[src/rtl/fetch_queue.sv]
`default_nettype none
// ============================================================================
//  Module      : fetch_queue
//  Description : Instruction prefetch queue owning the fetch PC; buffers
//                {instr, pc+4} pairs for decode with flush-on-redirect.
//  Revision    : 1.0 - initial release
// ============================================================================
module fetch_queue #(
    parameter int          DEPTH    = 4,
    parameter logic [31:0] RESET_PC = 32'h0000_0000
) (
    input  logic                     clk,
    input  logic                     rst_n,
    input  logic                     redirect,
    input  logic [31:0]              redirect_pc,
    output logic [7:0]               imem_addr,
    input  logic [31:0]              imem_data,
    output logic                     out_valid,
    output logic [31:0]              out_instr,
    output logic [31:0]              out_pcp4,
    input  logic                     out_ready,
    output logic [$clog2(DEPTH):0]   count
);

    localparam int c_ptr_w = $clog2(DEPTH);
    localparam int c_cnt_w = c_ptr_w + 1;
    localparam logic [c_cnt_w-1:0] c_full = c_cnt_w'(DEPTH);

    logic [31:0]        r_fetch_pc;
    logic [c_ptr_w-1:0] r_wr_ptr;
    logic [c_ptr_w-1:0] r_rd_ptr;
    logic [c_cnt_w-1:0] r_count;
    logic [31:0]        r_mem_instr [DEPTH];
    logic [31:0]        r_mem_pcp4  [DEPTH];

    logic               w_deq;
    logic               w_enq;
    logic               w_write;
    logic [31:0]        w_pc_plus4;
    logic               w_unused;

    // Low address bits of a redirect target are architecturally always zero.
    assign w_unused   = ^redirect_pc[1:0];

    assign w_pc_plus4 = r_fetch_pc + 32'd4;
    assign out_valid  = (r_count != '0);
    assign w_deq      = out_valid & out_ready;
    // A full queue can still take a word when the head leaves this cycle.
    assign w_enq      = (r_count < c_full) | w_deq;
    assign w_write    = w_enq & ~redirect;

    assign imem_addr  = r_fetch_pc[9:2];
    assign count      = r_count;

    always_comb begin
        out_instr = 32'h0;
        out_pcp4  = 32'h0;
        if (out_valid) begin
            out_instr = r_mem_instr[r_rd_ptr];
            out_pcp4  = r_mem_pcp4[r_rd_ptr];
        end
    end

    // Redirect squashes this cycle's fetch and any head being handed over.
    always_ff @(posedge clk or negedge rst_n) begin
        if (!rst_n) begin
            r_fetch_pc <= RESET_PC;
            r_wr_ptr   <= '0;
            r_rd_ptr   <= '0;
            r_count    <= '0;
        end else if (redirect) begin
            r_fetch_pc <= {redirect_pc[31:2], 2'b00};
            r_wr_ptr   <= '0;
            r_rd_ptr   <= '0;
            r_count    <= '0;
        end else begin
            if (w_enq) begin
                r_fetch_pc <= w_pc_plus4;
                r_wr_ptr   <= r_wr_ptr + c_ptr_w'(1);
            end
            if (w_deq) begin
                r_rd_ptr   <= r_rd_ptr + c_ptr_w'(1);
            end
            r_count <= r_count + c_cnt_w'(w_enq) - c_cnt_w'(w_deq);
        end
    end

    // Storage needs no reset: entries are only observed when count marks them valid.
    always_ff @(posedge clk) begin
        if (w_write) begin
            r_mem_instr[r_wr_ptr] <= imem_data;
            r_mem_pcp4[r_wr_ptr]  <= w_pc_plus4;
        end
    end

endmodule
`default_nettype wire
[config.mk]
export PLATFORM = sky130hd
export DESIGN_NAME = fetch_queue
export DESIGN_NICKNAME = d
export VERILOG_FILES = /design/src/rtl/fetch_queue.sv
export SDC_FILE = /design/constraint.sdc
export NUM_CORES = 1
export LEC_CHECK = 0
export ABC_AREA = 1
export BUFFER_PORTS_ARGS = -buffer_cell sky130_fd_sc_hd__buf_2
export CAP_MARGIN = 20
export CORE_MARGIN = 10
export CORE_UTILIZATION = 50
export DETAILED_ROUTE_END_ITERATION = 8
export HOLD_SLACK_MARGIN = 0.08
export PLACE_DENSITY = 0.7
export SLEW_MARGIN = 15
export SYNTH_ARGS = -nofsm -noshare
export SYNTH_HDL_FRONTEND = slang
export SYNTH_SLANG_ARGS = --single-unit
[constraint.sdc]
create_clock -name clk -period 6.5 [get_ports clk]
set_clock_uncertainty 0.2 [all_clocks]
set_input_delay 0.65 -clock clk [delete_from_list [all_inputs] [get_ports clk]]
set_output_delay 0.65 -clock clk [all_outputs]
set_load 0.005 [all_outputs]
After elaboration in Yosys (flattened, before gate mapping) --
Memory sizes are Yosys's and may differ from the RTL's. Cells that the tools add are included.
Storage, ports and cells: register bits after elaboration 39, memory bits (writable) 256, output and inout bits 76, word-level logic and storage cells 30, memories kept 2
Cells by class: add/sub/neg operators 5, magnitude comparators 1, muxes and demuxes 11, bitwise gates (word level) 4, reductions and logical operators 3
Memory list:
- r_mem_instr | words 4, bits a word 32, read ports 1, clocked after memory_dff 0, write ports 1, RTL line 33 | logic [31:0] r_mem_instr [DEPTH];
- r_mem_pcp4 | words 4, bits a word 32, read ports 1, clocked after memory_dff 0, write ports 1, RTL line 34 | logic [31:0] r_mem_pcp4 [DEPTH];
Operators by type and width (number):
- $mux 32 | 4
- $add 32x3->32 const B | 1
- $mux 2 | 4
- $add 2x1->2 const B | 2
- $reduce_bool 2->1 | 2
- $add 3x1->3 | 1
- $lt 3x3->1 const B | 1
- $mux 3 | 1
- $reduce_bool 3->1 | 1
- $sub 3x1->3 | 1
- $and 1x1->1 | 2
- $mux 1 | 2
- $not 1->1 | 1
- $or 1x1->1 | 1

Logic depth before layout (Yosys ltp) --
depth in word-level cells 6, gate-level depth with buffers 10, mapped depth without buffers 10

Worst setup path after synthesis --
No wires, ideal clock.
path kind input to register, from input redirect, to memory r_mem_instr[0][0], enable pin, data arrival time 3608 ps, required time 5818 ps, slack 2209 ps, cell stages on the path 4, cells stage by stage buf_2 -> inv_1 -> o21ai_2 -> nor2_1
On the way: longest elaborated chain between the ends 4
RTL lines:
- start, declared | RTL line 14 | input logic redirect,
- $not 1->1 | RTL line 50 | assign w_write = w_enq & ~redirect;
- $and 1x1->1 | RTL line 50
- $mux 1 | RTL line 90 | if (w_write) begin
- $mux 1 (implied by the code) | RTL line 91 | r_mem_instr[r_wr_ptr] <= imem_data;
- end, declared | RTL line 33
No other way between the ends.

Worst setup path after layout --
from register r_rd_ptr[0], to output out_pcp4[27]
On the way: longest elaborated chain between the ends 2
RTL lines:
- start, declared | RTL line 31 | logic [c_ptr_w-1:0] r_rd_ptr;
- start signal, assigned | RTL line 82 | r_rd_ptr <= r_rd_ptr + c_ptr_w'(1);
- $mem_v2 4x32
- $mux 32 | RTL line 58 | if (out_valid) begin
- end, declared | RTL line 20 | output logic [31:0] out_pcp4,
No other way between the ends.

==> load_flow_metrics.sql <==
INSERT INTO impl_metrics (metric_group, metric, value, unit) VALUES
('timing', 'rsz0062_at_grt', 'false', ''),
('global_route', 'antenna_violations_before_repair', '0', ''),
('synthesis', 'synth_area', '0.0122', 'mm2'),
('cts', 'clk_pin_slew', '60', 'ps'),
('critical_path', 'critical_path.endpoint_type', 'output port', ''),
('floorplan', 'core.rowCount', '57', ''),
('power_and_ir_drop', 'switching_share', '31.9', '%'),
('timing', 'final-setup-viol-count', '0', ''),
('layout', 'finish.utilization', '58.4', '%'),
('layout', 'drive_gt1_share', '18.3', '%'),
('drt', 'routed_wl', '27400', 'um'),
('drt', 'vias', '8286', ''),
('power_and_ir_drop', 'comb_power_share', '26.6', '%'),
('global_route', 'maximum_number_of_pins_on_one_net_before_global_route_repair', '78', ''),
('cts', 'clock_path_buffers', '3', ''),
('status', 'outcome', 'finished clean', ''),
('critical_path', 'rr_endpoint', 'r_mem_instr[1][8]$_DFFE_PP_', ''),
('critical_path', 'critical_path_fanout_max', '77', ''),
('timing', 'fmax', '229', 'MHz'),
('hold_path', 'worstHoldEndpoint', 'r_fetch_pc[7]$_DFFE_PN0N_', ''),
('global_route', 'grt_pass1_wl', '43100', 'um'),
('placed_design', 'dpl_cell_area', '0.0131', 'mm2'),
('timing', 'finalHoldViolations', '0', ''),
('synthesis', 'postSynthAreaPerCell', '11.1', 'um2'),
('timing', 'setup_total_neg_slack', '0', 'ps'),
('floorplan', 'floorplan.die.height', '176', 'um'),
('power_and_ir_drop', 'leakagePower', '5.42', 'nW'),
('critical_path', 'critical_path.startpoint_type', 'flop', ''),
('cts', 'cts_inserted_buffers', '29', ''),
('layout', 'diodes', '0', ''),
('cts', 'cts.sink_count', '285', ''),
('power_and_ir_drop', 'clock_power_share', '29.5', '%'),
('hold_path', 'worst_hold_startpoint', 'redirect_pc[7]', ''),
('placed_design', 'place_worst_setup_slack', '2780', 'ps'),
('drt', 'avgRoutedWirePerCell', '17.5', 'um'),
('synthesis', 'synthesis.yosys.warnings', '0', ''),
('global_route', 'grt-ovfl-total', '0', ''),
('power_and_ir_drop', 'share_seq_of_total_power', '43.9', '%'),
('critical_path', 'r2r_start', 'count[2]$_DFF_PN0_', ''),
('drt', 'drc', '0', ''),
('critical_path', 'crit_path_top_delay_cell', 'sky130_fd_sc_hd__clkinv_2', ''),
('placed_design', 'gpl.final_weighted_congestion', '0.844', ''),
('power_and_ir_drop', 'power.total', '0.00564', 'W'),
('floorplan', 'core_ar', '0.0242', 'mm2'),
('critical_path', 'critical_path_arrival', '3520', 'ps'),
('global_route', 'via_count_of_the_first_global_routing_pass', '8408', ''),
('drt', 'antenna_violating_nets_post_route', '0', ''),
('cts', 'clk_latency', '530', 'ps'),
('cts', 'clock-root-buffer', 'sky130_fd_sc_hd__clkbuf_16', ''),
('drt', 'vias_per_cell', '5.28', ''),
('timing', 'postLayoutSetupSlackWorst', '2130', 'ps'),
('critical_path', 'reg2reg_depth', '4', ''),
('layout', 'finalInstanceArea', '0.0141', 'mm2'),
('cts', 'post_cts_buffers', '0', ''),
('power_and_ir_drop', 'switching_component_of_the_power', '0.00180', 'W'),
('layout', 'area_delta_synth_final', '15.5', '%'),
('drt', 'drt-initial-drc-count', '519', ''),
('cts', 'cts_tree', 'yes', ''),
('critical_path', 'crit_chain', 'clkinv_2, buf_4, o21ai_0, a21oi_1, buf_2', ''),
('critical_path', 'ff2ff_setup_slack', '3750', 'ps'),
('floorplan', 'io_pins', '144', ''),
('synthesis', 'ys_seq_area_share', '68.5', '%'),
('synthesis', 'postSynthRegisterBits', '285', ''),
('placed_design', 'total_of_buffers_placed_on_input_and_output_ports', '139', ''),
('global_route', 'global_route.usage.total', '17.3', '%'),
('critical_path', 'timing_worst_setup_path_type', 'reg -> out', ''),
('hold_path', 'hold_depth', '3', ''),
('synthesis', 'synth_cell_type_count', '34', ''),
('floorplan', 'initial_core_util', '50.5', '%'),
('power_and_ir_drop', 'internal_power', '0.00384', 'W'),
('layout', 'layout_common_cells', '284 x sky130_fd_sc_hd__nor2_1, 248 x sky130_fd_sc_hd__edfxtp_1, 148 x sky130_fd_sc_hd__nand2_1, 139 x sky130_fd_sc_hd__buf_2, 126 x sky130_fd_sc_hd__o21ai_0', '');
stage by stage:
step	hold slack (ps)	std cells
global route	116	1568
finish	129	1568
detailed placement	326	1514
floorplan	154	1107
global placement	309	1514
CTS	109	1568
worst max-delay path: cells and delay by family, from the launching register on:
kind                   cells  cell delay [ps]
AO/OA/AOI/OAI              2              340
buffers and inverters      3             1730
flip-flops                 1              850
cell families (layout without fill, tap and decap cells):
| family | after synthesis | in the layout | synth area share (%) |
|---|---|---|---|
| AO/OA/AOI/OAI | 216 | 216 | 9.36 |
| XOR/XNOR | 15 | 15 | 1.51 |
| adder cells (fa/ha/maj) | 7 | 7 | 0.778 |
| buffers and inverters | 99 | 236 | 3.56 |
| flip-flops | 285 | 285 | 68.5 |
| other | 1 | 3 | 0.0307 |
| AND/OR/NAND/NOR | 482 | 482 | 16.2 |
timing repair:
item                                    CTS  global route
hold endpoints to repair                 37             0
endpoints found under the setup margin    0             0
hold buffers                              1             0
gates resized for setup                   0             0
final cells by class:
type	instances	area [um2]
multi-input combinational	723	3450
sequential	285	8380
timing repair buffer	150	781
tap	324	405
inverter	33	125
clock buffer	35	748
fill	1985	10100
clock inverter	18	216
power by group through the flow:
stage          registers (W)  logic (W)  clock network, W
2_1_floorplan        0.00247   0.000915                 0
3_3_place_gp         0.00250    0.00150                 0
3_5_place_dp         0.00251    0.00152                 0
4_1_cts              0.00248    0.00153           0.00169
5_1_grt              0.00251    0.00170           0.00176
6_report             0.00248    0.00150           0.00166
synth_stat cells, drive strengths merged (4+ instances only):
cell type / number / area share (%)
nor2: 300 / 10
a22oi: 21 / 1.3
and2: 4 / 0.20
inv: 33 / 1.0
buf: 32 / 1.5
nand3: 14 / 0.57
xor2: 11 / 1.2
edfxtp: 248 / 61
a21oi: 64 / 2.6
nand2: 154 / 4.9
dfrtp: 37 / 7.6
o21ai: 128 / 5.3
ha: 6 / 0.61
clkbuf: 34 / 1.1
xnor2: 4 / 0.29
nand3b: 7 / 0.43
state kept, by name, summed over array words and instances, names as in the netlist:
signal and flops:
r_mem_instr 128, r_mem_pcp4 120, count 3, r_rd_ptr 2, r_fetch_pc 30, r_wr_ptr 2
per-layer routing:
layer	track usage (%)	vias up	wire, um
li1	-	4015	-
met1	22.1	3963	11900
met2	29.2	264	13100
met3	3.14	44	1770
met4	5.90	0	694
met5	0	-	0
worst max path at each step:
| stage | to | slack (ps) | from | depth (start not counted) |
|---|---|---|---|---|
| finish | out_pcp4[27] | 2130 | r_rd_ptr[0]$_DFFE_PN0P_ | 5 |
| global placement | out_pcp4[30] | 2840 | r_rd_ptr[0]$_DFFE_PN0P_ | 5 |
| floorplan | r_mem_instr[0][0]$_DFFE_PP_ | 2210 | redirect | 4 |
| detailed placement | out_pcp4[23] | 2780 | r_rd_ptr[0]$_DFFE_PN0P_ | 5 |
| global route | out_pcp4[18] | 1820 | r_rd_ptr[0]$_DFFE_PN0P_ | 5 |
| CTS | out_pcp4[23] | 2210 | r_rd_ptr[0]$_DFFE_PN0P_ | 5 |
Power figures use the tool's default switching activity.
